[config.mk]
export PLATFORM = sky130hd
export DESIGN_NAME = icache_refill_flat
export DESIGN_NICKNAME = d
export VERILOG_FILES = /design/src/rtl/icache_refill_if.sv /design/src/rtl/icache_refill.sv /design/src/flat_wrapper.sv
export SDC_FILE = /design/constraint.sdc
export NUM_CORES = 1
export LEC_CHECK = 0
export CORE_MARGIN = 10
export CORE_UTILIZATION = 42
export DETAILED_ROUTE_END_ITERATION = 10
export GPL_TIMING_DRIVEN = 0
export HOLD_SLACK_MARGIN = 0.1
export PLACE_DENSITY = 0.86
export SLEW_MARGIN = 5
export SYNTH_ARGS = -nofsm -noshare
export SYNTH_HDL_FRONTEND = slang
export SYNTH_SLANG_ARGS = --single-unit
[constraint.sdc]
create_clock -name clk -period 4.93 [get_ports clk]
set_input_delay 0.986 -clock clk [delete_from_list [all_inputs] [get_ports clk]]
set_output_delay 0.986 -clock clk [all_outputs]
set_load 0.01 [all_outputs]
[src/rtl/icache_refill_if.sv]
// Fetch-side and instruction-memory signals of the I-cache line refill engine.
// The refill engine uses the slave modport; the fetch stage and memory side use master.
interface icache_refill_if #(
  parameter int DATA_WIDTH = 32,
  parameter int BLOCK_SIZE = 4
);
  logic                             req_valid;
  logic [31:0]                      req_addr;
  logic                             cache_hit;
  logic                             flush;
  logic                             mem_rd_en;
  logic [31:0]                      mem_addr;
  logic                             mem_ready;
  logic                             mem_rvalid;
  logic [DATA_WIDTH-1:0]            mem_rdata;
  logic [BLOCK_SIZE*DATA_WIDTH-1:0] fetch_data;
  logic                             fetch_enable;
  logic                             stall;

  modport slave (
    input  req_valid, req_addr, cache_hit, flush, mem_ready, mem_rvalid, mem_rdata,
    output mem_rd_en, mem_addr, fetch_data, fetch_enable, stall
  );

  modport master (
    output req_valid, req_addr, cache_hit, flush, mem_ready, mem_rvalid, mem_rdata,
    input  mem_rd_en, mem_addr, fetch_data, fetch_enable, stall
  );
endinterface

[src/rtl/icache_refill.sv]
// Instruction-cache line refill: fetches the four words of a missing line one
// request at a time, then pulses fetch_enable with the assembled line.
module icache_refill #(
  parameter int DATA_WIDTH = 32,
  parameter int BLOCK_SIZE = 4
) (
  input  logic            clk,
  input  logic            rst,
  icache_refill_if.slave  bus
);

  typedef enum logic [2:0] {
    S_IDLE  = 3'd0,
    S_REQ   = 3'd1,
    S_WAIT  = 3'd2,
    S_FILL  = 3'd3,
    S_DRAIN = 3'd4
  } state_e;

  state_e                           state_q, state_d;
  logic [1:0]                       cnt_q, cnt_d;
  logic [31:0]                      line_base_q, line_base_d;
  logic [BLOCK_SIZE*DATA_WIDTH-1:0] data_q, data_d;
  logic                             miss;

  assign miss = bus.req_valid && !bus.cache_hit && !bus.flush;

  always_ff @(posedge clk or posedge rst) begin
    if (rst) begin
      state_q     <= S_IDLE;
      cnt_q       <= 2'd0;
      line_base_q <= 32'd0;
      data_q      <= '0;
    end else begin
      state_q     <= state_d;
      cnt_q       <= cnt_d;
      line_base_q <= line_base_d;
      data_q      <= data_d;
    end
  end

  always_comb begin
    state_d     = state_q;
    cnt_d       = cnt_q;
    line_base_d = line_base_q;
    data_d      = data_q;
    case (state_q)
      S_IDLE: begin
        if (miss) begin
          state_d     = S_REQ;
          line_base_d = bus.req_addr & 32'hFFFF_FFF0;
          cnt_d       = 2'd0;
        end
      end
      S_REQ: begin
        // an accepted request still owes a response, so a flush must drain it
        if (bus.flush)          state_d = bus.mem_ready ? S_DRAIN : S_IDLE;
        else if (bus.mem_ready) state_d = S_WAIT;
      end
      S_WAIT: begin
        if (bus.flush) begin
          state_d = bus.mem_rvalid ? S_IDLE : S_DRAIN;
        end else if (bus.mem_rvalid) begin
          data_d[cnt_q*DATA_WIDTH +: DATA_WIDTH] = bus.mem_rdata;
          if (cnt_q == 2'd3) begin
            state_d = S_FILL;
          end else begin
            cnt_d   = cnt_q + 2'd1;
            state_d = S_REQ;
          end
        end
      end
      S_FILL:  state_d = S_IDLE;
      S_DRAIN: if (bus.mem_rvalid) state_d = S_IDLE;
      default: state_d = S_IDLE;
    endcase
  end

  always_comb begin
    bus.mem_rd_en    = (state_q == S_REQ);
    bus.mem_addr     = (state_q == S_REQ) ? (line_base_q + {28'd0, cnt_q, 2'b00}) : 32'd0;
    bus.fetch_enable = (state_q == S_FILL);
    bus.fetch_data   = data_q;
    bus.stall        = ((state_q == S_IDLE) && miss) || (state_q == S_REQ) ||
                       (state_q == S_WAIT) || (state_q == S_DRAIN);
  end

endmodule
[src/flat_wrapper.sv]
// flat-port wrapper written by rule: the top's interface ports become plain ports
module icache_refill_flat 
#(
  parameter int DATA_WIDTH = 32,
  parameter int BLOCK_SIZE = 4
)
  (clk, rst, bus_req_valid, bus_req_addr, bus_cache_hit, bus_flush, bus_mem_ready, bus_mem_rvalid, bus_mem_rdata, bus_mem_rd_en, bus_mem_addr, bus_fetch_data, bus_fetch_enable, bus_stall);
  icache_refill_if #(.DATA_WIDTH(DATA_WIDTH), .BLOCK_SIZE(BLOCK_SIZE)) bus_i ();
  input  logic clk;
  input  logic rst;
  input wire logic [$bits(bus_i.req_valid)-1:0] bus_req_valid;
  input wire logic [$bits(bus_i.req_addr)-1:0] bus_req_addr;
  input wire logic [$bits(bus_i.cache_hit)-1:0] bus_cache_hit;
  input wire logic [$bits(bus_i.flush)-1:0] bus_flush;
  input wire logic [$bits(bus_i.mem_ready)-1:0] bus_mem_ready;
  input wire logic [$bits(bus_i.mem_rvalid)-1:0] bus_mem_rvalid;
  input wire logic [$bits(bus_i.mem_rdata)-1:0] bus_mem_rdata;
  output wire logic [$bits(bus_i.mem_rd_en)-1:0] bus_mem_rd_en;
  output wire logic [$bits(bus_i.mem_addr)-1:0] bus_mem_addr;
  output wire logic [$bits(bus_i.fetch_data)-1:0] bus_fetch_data;
  output wire logic [$bits(bus_i.fetch_enable)-1:0] bus_fetch_enable;
  output wire logic [$bits(bus_i.stall)-1:0] bus_stall;
  assign bus_i.req_valid = bus_req_valid;
  assign bus_i.req_addr = bus_req_addr;
  assign bus_i.cache_hit = bus_cache_hit;
  assign bus_i.flush = bus_flush;
  assign bus_i.mem_ready = bus_mem_ready;
  assign bus_i.mem_rvalid = bus_mem_rvalid;
  assign bus_i.mem_rdata = bus_mem_rdata;
  assign bus_mem_rd_en = bus_i.mem_rd_en;
  assign bus_mem_addr = bus_i.mem_addr;
  assign bus_fetch_data = bus_i.fetch_data;
  assign bus_fetch_enable = bus_i.fetch_enable;
  assign bus_stall = bus_i.stall;
  icache_refill #(.DATA_WIDTH(DATA_WIDTH), .BLOCK_SIZE(BLOCK_SIZE)) u_core (.clk(clk), .rst(rst), .bus(bus_i));
endmodule
==> metrics.csv <==
metric,value,unit
status,"complete, no violations",
cts_hold_buf,0,
clock_latency,420,ps
ys_ff_latch,161,
dieWidth,149,um
drtPass1Iterations,5,
clock_sinks,161,
antenna_found_initial,0,
timing.rr.start,u_core.cnt_q[0],
syn_area,0.00701,mm^2
grt_pass1_vias,6159,
skew,11.5,ps
synth.top_cell.area_share,57.5,%
hold_path_class,reg2reg,
finalSetupViolCount,0,
min_period,3770,ps
cp.arrival,2790,ps
required,3940,ps
htreeDepth,4,
path_class,in2out,
rows,47,
min_to,u_core.bus.fetch_data[10],
dieArea,0.0222,mm^2
powerDensity,417,mW/mm^2
core,0.0165,mm^2
syn_inst,708,
worst_pin_slew,835,ps
cts-resized-gates,0,
power,4.26,mW
crit_fanout,10,
endpoint_kind,output port,
path_clk_slew,60,ps
grt.total_usage,19.5,%
post_cts_buffers,0,
wl,21.6,mm
total_leakage_power,4.35,nW
drive_above_1_share,9.92,%
hpwlAfterDp,16.3,mm
yosys_warnings,0,
portBuffers,225,
vias,5838,
ys_top_cells_by_count,"nand2_1 (229), dfrtp_1 (161), o21ai_0 (86), inv_1 (37), mux2i_1 (34)",
report.final.slew_viol_count,0,
synth-async-reset-ratio,100,%
fin_crit_sh,76.5,%
tritoncts,built,
n_antenna_cell,0,
yosys.area.top_type,dfrtp_1,
max_freq,0.265,GHz
numCtsBuffers,17,
synth_edf_count,0,
synth_cell_types,37,
whs,477,ps
rsz0062_at_grt,no,
ant_nets,0,
final_hold_viol_count,0,
root_buffer,clkbuf_16,
reg2reg_to,u_core.bus.fetch_data[103],
r2r_cells,7,
grt_pass1_wl,34.1,mm
n_fill_cell,1403,
regToRegSetupSlack,2480,ps
hold_path.startpoint,u_core.bus.fetch_data[10],
pin_count,234,
utilization,61.9,%
grt_overflow,0,
via_per_inst,4.91,
seq_area_frac_synth,57.5,%
clk_path_buf_depth,2,
start_util,42.6,%
hold_depth,2,
ir_drop,0.000230,V
die_height,149,um
wire_per_inst,18.2,um
startpoint_type,primary input,
grt_start_max_net_pins,39,
avgSynthCellArea,9.90,um^2
maxCapViolations,0,
slew_headroom,44.2,%
yosys-top-cells-area,"dfrtp_1 (57%), nand2_1 (12%), o21ai_0 (6.1%), mux2i_1 (4.9%), mux2_2 (4.8%)",
finalSetupTns,0,ps
globalplace.congestion,0.788,
synth_most_common_cell,nand2_1,
drcViolationCount,0,
first_iter_violations,244,
fin_nets,1034,
syn_to_final_growth,45.5,%
synth_top_flop_cell,dfrtp_1,
==> worst max path at each step <==
| stage | from | endpoint | slack, ps |
|---|---|---|---|
| 2_1_floorplan | rst | u_core.bus.fetch_data[0] | 1900 |
| 3_3_place_gp | rst | u_core.bus.fetch_data[45] | 510 |
| 3_5_place_dp | bus_cache_hit | bus_stall | 1160 |
| 4_1_cts | bus_cache_hit | bus_stall | 1150 |
| 5_1_grt | bus_req_valid | bus_stall | 1050 |
| 6_report | bus_cache_hit | bus_stall | 1160 |
==> worst max-delay path, stage by stage <==
cell and delay [ps]:
clkdlybuf4s50_1 430, nor4b_2 220, nand2_1 120, buf_4 200, buf_6 160, o211ai_1 80
clkdlybuf4s50_1 580
==> sequential cells by signal, summed over array words and instances (netlist names) <==
| signal | count |
|---|---|
| u_core.bus.fetch_data | 128 |
| u_core.state_q | 3 |
| u_core.line_base_q | 28 |
| u_core.cnt_q | 2 |
==> placed cells by master (no fill, tap or decap), types with 2 or more instances in the layout <==
| master | netlist | final |
|---|---|---|
| and2_1 | 30 | 30 |
| nand2b_1 | 2 | 2 |
| clkbuf_1 | 24 | 25 |
| o21ai_0 | 86 | 86 |
| dfrtp_1 | 161 | 161 |
| inv_1 | 37 | 36 |
| nand3_2 | 3 | 3 |
| nor3b_2 | 2 | 2 |
| buf_12 | 0 | 3 |
| nand2_1 | 229 | 229 |
| nor3b_1 | 2 | 2 |
| clkinv_2 | 0 | 4 |
| nor2_1 | 6 | 6 |
| nor3_2 | 2 | 2 |
| ha_1 | 6 | 6 |
| clkbuf_8 | 0 | 2 |
| buf_6 | 4 | 4 |
| o211ai_1 | 3 | 3 |
| nor4b_2 | 2 | 2 |
| nor3_1 | 2 | 2 |
| bufinv_16 | 0 | 2 |
| mux2_2 | 30 | 30 |
| mux2i_1 | 34 | 34 |
| o21ai_1 | 12 | 12 |
| buf_4 | 4 | 4 |
| clkinvlp_4 | 0 | 4 |
| clkdlybuf4s50_1 | 0 | 225 |
| conb_1 | 1 | 2 |
| buf_2 | 12 | 12 |
| clkbuf_16 | 0 | 17 |
==> per-stage QoR <==
stage | setup WS, ps | std cells | cell area [um^2]
2_1_floorplan | 1900 | 709 | 7010
3_3_place_gp | 508 | 1154 | 9540
3_5_place_dp | 1160 | 1158 | 9630
4_1_cts | 1150 | 1188 | 10200
5_1_grt | 1050 | 1188 | 10200
6_report | 1160 | 1188 | 10200
==> kinds of logic after synthesis <==
| kind of cell | synth area share [%] |
|---|---|
| xor gates and xnor gates | 0.125 |
| AOI/OAI and AO/OA | 7.64 |
| DFF | 57.5 |
| buffers and inverters | 5.25 |
| muxes | 9.84 |
| and+or+nand+nor | 18.5 |
| other | 0.0535 |
| adders and majority gates | 1.07 |
==> area by class of cell <==
type,count,area (um^2),area share (%)
inverter,37,143,1.40
tap,220,275,2.70
clock inverter,10,111,1.09
timing repair buffer,229,2340,22.9
multi-input combinational,466,2610,25.6
buffer,45,229,2.25
clock buffer,20,457,4.48
sequential,161,4030,39.5
==> power breakdown <==
part / leakage (nW) / internal, mW / total, mW / switching (mW)
logic: 2.03 / 0.661 / 1.25 / 0.591
clock network: 0.274 / 0.765 / 1.29 / 0.522
registers: 2.05 / 1.58 / 1.72 / 0.133
total: 4.35 / 3.01 / 4.26 / 1.25
==> routing by layer <==
| metal | share of wire, % | vias to the layer above | track usage [%] | routed length (um) |
|---|---|---|---|---|
| met3 | 9.8 | 21 | 7.77 | 2120 |
| met5 | 0 | - | 0 | 0 |
| met4 | 1.5 | 0 | 6.13 | 315 |
| met1 | 39 | 2840 | 22.3 | 8480 |
| li1 | - | 2779 | - | - |
| met2 | 50 | 198 | 32.7 | 10700 |
Note: power is estimated with default switching activity, not from simulation.
